===== config.mk =====
export PLATFORM = sky130hd
export DESIGN_NAME = if_fetch_ctrl
export DESIGN_NICKNAME = d
export VERILOG_FILES = /design/src/rtl/if_fetch_ctrl_pkg.sv /design/src/rtl/if_fetch_ctrl.sv
export SDC_FILE = /design/constraint.sdc
export NUM_CORES = 1
export LEC_CHECK = 0
export CAP_MARGIN = 20
export CORE_ASPECT_RATIO = 0.7
export CORE_UTILIZATION = 51
export DETAILED_ROUTE_END_ITERATION = 10
export PLACE_DENSITY = 0.86
export SLEW_MARGIN = 10
export SYNTH_ARGS = -nofsm -noshare
export SYNTH_HDL_FRONTEND = slang
export SYNTH_SLANG_ARGS = --single-unit

===== constraint.sdc =====
create_clock -name clk_i -period 2.8 [get_ports clk_i]
set_input_delay 0.56 -clock clk_i [delete_from_list [all_inputs] [get_ports clk_i]]
set_output_delay 0.56 -clock clk_i [all_outputs]
set_load 0.01 [all_outputs]

===== src/rtl/if_fetch_ctrl_pkg.sv =====
// Shared definitions for the instruction-fetch controller: state encoding and fetch constants.
package if_fetch_ctrl_pkg;

   localparam int INST_W = 32;
   localparam logic [31:0] PC_STEP = 32'd4;

   typedef logic [1:0] fetch_state_t;

   localparam fetch_state_t ST_IDLE   = 2'd0;
   localparam fetch_state_t ST_REQ    = 2'd1;
   localparam fetch_state_t ST_UPDATE = 2'd2;
   localparam fetch_state_t ST_HOLD   = 2'd3;

endpackage


===== src/rtl/if_fetch_ctrl.sv =====
// Instruction-fetch controller: req/ack fetch at pc_i, PC write-back, stall and redirect arbitration.
// Optional build macro FETCH_TIMEOUT_EN adds an ack timeout with a sticky fetch_err_o flag.
module if_fetch_ctrl
   import if_fetch_ctrl_pkg::*;
#(
   parameter logic [31:0] RESET_PC       = 32'h0000_0000,
   parameter int          TIMEOUT_CYCLES = 16
) (
   input  logic              clk_i,
   input  logic              rst_i,
   input  logic [31:0]       pc_i,
   output logic              pc_write_o,
   output logic [31:0]       pc_next_o,
   input  logic              stall_i,
   input  logic              redirect_i,
   input  logic [31:0]       redirect_pc_i,
   output logic              imem_req_o,
   output logic [31:0]       imem_addr_o,
   input  logic              imem_ack_i,
   input  logic [INST_W-1:0] imem_rdata_i,
   output logic [INST_W-1:0] inst_o,
   output logic [31:0]       inst_pc_o,
   output logic              inst_valid_o,
`ifdef FETCH_TIMEOUT_EN
   output logic              fetch_err_o,
`endif
   output fetch_state_t      dbg_state_o
);

   fetch_state_t state;
   fetch_state_t nxt;
   logic         kill;
   logic         kill_now;
   logic [31:0]  tgt;
   logic [31:0]  tgt_now;
   logic [31:0]  upd_pc;
   logic         timeout_hit;

   // A redirect arriving this cycle counts immediately, so it can win over a same-cycle ack or stall.
   assign kill_now    = kill | redirect_i;
   assign tgt_now     = redirect_i ? redirect_pc_i : tgt;
   assign imem_req_o  = (state == ST_REQ);
   assign dbg_state_o = state;

`ifdef FETCH_TIMEOUT_EN
   localparam int CNT_W = $clog2(TIMEOUT_CYCLES + 1);
   logic [CNT_W-1:0] wait_cnt;

   assign timeout_hit = (wait_cnt == CNT_W'(TIMEOUT_CYCLES - 1));

   always_ff @(posedge clk_i) begin
      if (rst_i) begin
         wait_cnt    <= '0;
         fetch_err_o <= 1'b0;
      end else begin
         if (state != ST_REQ || imem_ack_i) begin
            wait_cnt <= '0;
         end else begin
            wait_cnt <= wait_cnt + 1'b1;
         end
         if (state == ST_REQ && !imem_ack_i && timeout_hit) begin
            fetch_err_o <= 1'b1;
         end
      end
   end
`else
   assign timeout_hit = 1'b0;

   // TIMEOUT_CYCLES only shapes the timeout build; keep a range guard so it is referenced here too.
   if (TIMEOUT_CYCLES < 1) begin : g_timeout_range
   end
`endif

   always_comb begin
      nxt = state;
      case (state)
         ST_IDLE: nxt = ST_REQ;
         ST_REQ: begin
            if (imem_ack_i) begin
               nxt = (!stall_i || kill_now) ? ST_UPDATE : ST_HOLD;
            end else if (timeout_hit) begin
               nxt = ST_UPDATE;
            end
         end
         ST_HOLD: begin
            if (!stall_i || kill_now) begin
               nxt = ST_UPDATE;
            end
         end
         default: nxt = ST_REQ;
      endcase
   end

   // From REQ the fetched PC is still on pc_i; from HOLD it has been captured in inst_pc_o.
   always_comb begin
      if (kill_now) begin
         upd_pc = tgt_now;
      end else if (state == ST_HOLD) begin
         upd_pc = inst_pc_o + PC_STEP;
      end else if (imem_ack_i) begin
         upd_pc = pc_i + PC_STEP;
      end else begin
         upd_pc = pc_i;
      end
   end

   always_ff @(posedge clk_i) begin
      if (rst_i) begin
         state        <= ST_IDLE;
         kill         <= 1'b0;
         tgt          <= '0;
         imem_addr_o  <= '0;
         pc_write_o   <= 1'b0;
         pc_next_o    <= RESET_PC;
         inst_o       <= '0;
         inst_pc_o    <= '0;
         inst_valid_o <= 1'b0;
      end else begin
         state <= nxt;
         if (state == ST_UPDATE) begin
            kill <= redirect_i;
         end else if (redirect_i) begin
            kill <= 1'b1;
         end
         if (redirect_i) begin
            tgt <= redirect_pc_i;
         end
         if (state == ST_REQ && imem_ack_i) begin
            inst_o    <= imem_rdata_i;
            inst_pc_o <= pc_i;
         end
         pc_write_o   <= (nxt == ST_UPDATE);
         inst_valid_o <= (nxt == ST_UPDATE) && !kill_now && !(state == ST_REQ && !imem_ack_i);
         if (nxt == ST_UPDATE) begin
            pc_next_o <= upd_pc;
         end
         // Address register tracks the value the PC register holds during the coming REQ.
         if (state == ST_IDLE) begin
            imem_addr_o <= pc_i;
         end else if (state == ST_UPDATE) begin
            imem_addr_o <= pc_next_o;
         end
      end
   end

endmodule


==> results.cfg, run 1 <==
[finish]
finalNetCount = 1304
antenna_cells = 0
layout.cells.non_filler = 1409
synthToLayoutAreaGrowth_pct = 42.7
multi_input_comb_area_um2 = 4210
fillers = 1062
drive_above_1_share = 0.100
final_area_um2 = 11200
regArea_um2 = 3310

[floorplanning]
core-area_um2 = 14900
floorplan.rows = 37
ios = 234
initial_core_util = 0.527
die_h_um = 106
die_w_um = 150
die_area_um2 = 15900

[synth]
synthSimpleGateAreaFrac = 0.227
synth_compound_area_frac = 0.158
synth_top_cells_by_count = nand2_1 (171), dfxtp_1 (165), nor2_1 (130)
synthDistinctLibCells = 55
yosysMostFrequentCell = nand2_1
synthTopCellsByArea = dfxtp_1 (42%), mux2i_1 (8.7%), nand2_1 (8.2%), a21oi_1 (7.4%), nor2_1 (6.2%)
synth.top_cell.area_share = 0.422
synthCells = 955
synth_fp_nets = 1058
synth.largest_area_cell = dfxtp_1
synthArstFlopShare = 0
synth_adder_area_share = 0.00320
synth_xor_area_frac = 0.0582
syn_area_um2 = 7830
synth-edff-count = 0
seq_area_frac_synth = 0.422
ys_ff_latch = 165
synth-main-ff-cell = dfxtp_1
syn_avg_cell_area_um2 = 8.20
synth_top_family_by_area = simple AND/OR/NAND/NOR gates
yosys-mux-area-fraction = 0.0898
ys_warn_count = 0

[power]
p_int_mw = 4.22
power_density_nw_per_um2 = 528
total_power_mw = 5.89
ir_drop_uv = 399
power_frac_clock = 0.377
combPwrFrac = 0.181
pwr-share-seq = 0.443
p_sw_frac = 0.284
p_leak_nw = 4.22
p_sw_mw = 1.68

[timing]
min_period_over_period = 0.872
slew_violations = 0
fin_crit_ps = 2440
hold_ws_ps = 454
fin_tns_setup_ps = 0
finalSetupViolCount = 0
tightest_slew_ps = 891
grt_setup_unrepaired = false
fin_worst_skew_ps = 8.22
final-hold-violation-count = 0
slew_headroom = 0.406
max_freq_mhz = 409

[placement]
placed_area_um2 = 10600
place.gp.congestion = 0.936
dp.cells = 1377
place_hpwl_um = 19000
port-buffer-count = 233

[cts]
cts.sinks = 165
path_clk_slew_ps = 60
cts_made_buffers = 17
cts-resized-gates = 0
root_buffer = clkbuf_16
htreeDepth = 4
ctsHoldBuffers = 0
cts_buffer_depth = 2
postCtsSetupRepairBufs = 0
cts_tree = yes
worstSkewPairLatency_ps = 430

[global_route]
grt_pass1_vias = 7542
grt_overflow = 0
grt_first_pass_wirelength_um = 41000
grt_usage = 0.336
antenna_found_initial = 0
grt_max_degree = 84

[status]
status = finished clean

[critical_path]
start_kind = flop
timing.rr.start = inst_pc_o[11]
critPathArrivalTime_ps = 1880
crit_required_ps = 2240
critical_path_class = flop to output port
crit_path_start = dbg_state_o[0]
crit_path_end_kind = output port
worstPathMaxFanout = 26

[hold_path]
hold_path_class = flop to flop
hold_path.startpoint = inst_o[4]

[drt]
routed_wl_um = 26600
routed_via_density = 5.86
drcViolationCount = 0
drt_iter0_markers = 855
detail-route-antenna-nets = 0
drtPass1Iterations = 5
vias = 8256
wl_per_cell_um = 18.9

[job]
maxCapViolations = 0
-- cell families after synthesis --
family                     after synthesis
and+or+nand+nor                        392
AOI/OAI and AO/OA                      197
DFF                                    165
xor gates and xnor gates                52
muxes                                   70
adders and majority gates                2
buffers and inverters                   77
-- sequential cells by signal, summed over array words and instances (netlist names) --
signal        cells
dbg_state_o       2
inst_o           32
pc_write_o        1
tgt              32
inst_pc_o        32
pc_next_o        32
inst_valid_o      1
kill              1
imem_addr_o      32
-- final cells by class --
| cell class | instances | share of cell area |
|---|---|---|
| repair buffers | 295 | 0.253 |
| inverters | 9 | 0.00302 |
| clock buffers | 19 | 0.0406 |
| flip-flops and latches | 165 | 0.296 |
| clock inverters | 13 | 0.00885 |
| well taps | 195 | 0.0218 |
| multi-input cells | 713 | 0.377 |
-- per-stage QoR --
step | util | worst slack (ps)
after floorplan | - | 708
after global placement | 0.714 | 182
after detailed placement | 0.714 | 99.6
after CTS | 0.752 | 359
after global routing | 0.752 | 269
final | 0.752 | 357
-- final timing paths --
| check | endpoint | slack (ps) | cells past startpoint |
|---|---|---|---|
| worst max-delay path | dbg_state_o[0] | 360 | 2 |
| worst min-delay path | inst_o[4] | 450 | 2 |
| worst max register to register | pc_next_o[23] | 440 | 7 |
| worst min register to register | inst_o[4] | 450 | 2 |
-- placed cells by master, fill, tap and decap left out, types with 5 or more instances in the layout --
cell	Yosys	routed
nor2_1	130	130
and4_1	5	5
dfxtp_1	165	163
nand2_1	171	170
buf_4	0	60
a211oi_1	6	6
a21oi_1	116	115
nand3_1	16	16
inv_1	9	9
mux2i_1	68	68
a221oi_1	10	10
clkbuf_16	0	17
o211ai_1	7	7
nor4_1	7	7
and2_1	6	5
o21ai_0	13	13
nor3_1	16	16
nand4_1	10	10
nor4_2	5	5
xnor2_1	24	24
clkdlybuf4s50_1	0	231
xor2_1	28	28
or2_1	5	5
o221ai_1	10	10
a21o_1	6	6
-- power by group through the flow --
stage               combinational [mW]  sequential [mW]  clock [mW]
CTS                               1.05             2.61        2.23
global route                      1.14             2.62        2.33
floorplan                        0.429             2.67           0
finish                            1.06             2.61        2.22
detailed placement                1.04             2.66           0
global placement                  1.02             2.65           0
-- layer usage --
layer,part of all wire,global-route usage,vias to the layer above
li1,-,-,3812
met1,0.41,0.463,3834
met2,0.43,0.501,549
met3,0.14,0.106,61
met4,0.018,0.0960,0
met5,0,0,-
-- critical path, cell delays in order (launching register included) --
cell and delay, ps:
dfxtp_2 510, buf_4 350, clkdlybuf4s50_1 590
No activity file was read; power rests on OpenSTA's default activity.
==> run 2, diff against run 1 <==
- REMOVE_ABC_BUFFERS: not set -> 1
==> results.cfg, run 2 (synthesized netlist as in run 1, its figures left out) <==
[hold_path]
hold_path_class = flop to flop
min_path_cells = 2
hold_path.startpoint = inst_o[15]
min_to = inst_o[15]

[global_route]
grt_first_pass_wirelength_um = 41300
grt_overflow = 0
grt_pass1_vias = 7725
grt_max_degree = 148
grt_usage = 0.337
antenna_found_initial = 0

[drt]
wl_per_cell_um = 18.9
drcViolationCount = 0
routed_via_density = 5.83
drt_iter0_markers = 969
vias = 8191
drtPass1Iterations = 5
detail-route-antenna-nets = 0
routed_wl_um = 26500

[finish]
regArea_um2 = 3310
finalNetCount = 1299
final_area_um2 = 11200
drive_above_1_share = 0.0959
fillers = 1104
final_common_cell = clkdlybuf4s50_1
most-common-layout-cells = clkdlybuf4s50_1 (231), nand2_1 (170), dfxtp_1 (163)
antenna_cells = 0
multi_input_comb_area_um2 = 4210
synthToLayoutAreaGrowth_pct = 42.8

[cts]
htreeDepth = 4
cts_made_buffers = 17
root_buffer = clkbuf_16
cts_tree = yes
ctsHoldBuffers = 0
cts-resized-gates = 0
cts.sinks = 165
cts_buffer_depth = 2
worstSkewPairLatency_ps = 430
path_clk_slew_ps = 60
postCtsSetupRepairBufs = 0

[power]
total_power_mw = 6.01
p_leak_nw = 4.22
ir_drop_uv = 462
power_density_nw_per_um2 = 538

[floorplanning]
die_w_um = 150
initial_core_util = 0.527
core-area_um2 = 14900
die_h_um = 106
floorplan.rows = 37
die_area_um2 = 15900
ios = 234

[timing]
min_period_over_period = 0.881
grt_setup_unrepaired = false
slew_headroom = 0.536
finalSetupViolCount = 0
slew_violations = 0
final-hold-violation-count = 0
fin_crit_ps = 2470
tightest_slew_ps = 696
max_freq_mhz = 405
fin_worst_skew_ps = 13.4

[placement]
place_hpwl_um = 18800
placed_area_um2 = 10600
port-buffer-count = 233
place.gp.congestion = 0.887

[critical_path]
worstPathMaxFanout = 6
reg2regPathDepth = 6
critPathArrivalTime_ps = 2790
crit_path_end_kind = flop
critical_path_class = input port to flop
r2r_end = pc_next_o[31]
timing.rr.start = inst_pc_o[10]
crit_required_ps = 3130
start_kind = input port
r2r_setup_slack_ps = 340

[job]
maxCapViolations = 0

[status]
status = finished clean
==> run 2: cell type report <==
class                           count  area share
Inverter                            9     0.00302
Tap cell                          195      0.0218
Clock inverter                     13      0.0122
Timing Repair Buffer              290       0.251
Clock buffer                       19      0.0396
Sequential cell                   165       0.296
Multi-Input combinational cell    713       0.377
==> run 2: metal layers <==
| metal | global-route usage | vias to the layer above | wire (µm) |
|---|---|---|---|
| met3 | 0.106 | 60 | 3320 |
| met2 | 0.504 | 523 | 11400 |
| met4 | 0.128 | 0 | 676 |
| met1 | 0.451 | 3809 | 11100 |
| li1 | - | 3799 | - |
| met5 | 0 | - | 0 |
==> run 2: report_power, final <==
| group | switching, mW | total [mW] | internal [mW] | leakage [nW] |
|---|---|---|---|---|
| Sequential | 0.119 | 2.61 | 2.49 | 1.35 |
| Clock | 1.05 | 2.34 | 1.28 | 0.288 |
| Combinational | 0.529 | 1.07 | 0.538 | 2.58 |
==> run 2: metrics by stage <==
stage | worst slack (ps) | utilization | TNS [ps] | hold slack [ps] | cells
after CTS | 365 | 0.752 | 0 | 455 | 1404
after global routing | 235 | 0.752 | 0 | 477 | 1404
after global placement | 91.6 | 0.713 | 0 | 440 | 1372
final | 334 | 0.752 | 0 | 453 | 1404
after detailed placement | 6.49 | 0.713 | 0 | 449 | 1372
after floorplan | -788 | - | -46330 | 439 | 887
==> run 2: critical path, cell delays in order <==
cell and delay [ps]:
clkdlybuf4s50_1 660, nand3_1 150, or2_1 320, buf_4 200
nor4_2 370, xor2_1 200, a22oi_1 80, a211oi_1 250
==> run 2: worst max path at each step <==
stage                   start        endpoint  slack (ps)  cells past startpoint
6_report              pc_i[2]   pc_next_o[31]         330                      8
5_1_grt         inst_pc_o[10]   pc_next_o[31]         240                      6
4_1_cts        dbg_state_o[0]  dbg_state_o[0]         360                      2
3_5_place_dp          pc_i[2]   pc_next_o[31]           6                      8
3_3_place_gp          pc_i[2]   pc_next_o[22]          90                      8
2_1_floorplan  dbg_state_o[0]   pc_next_o[28]        -790                      6
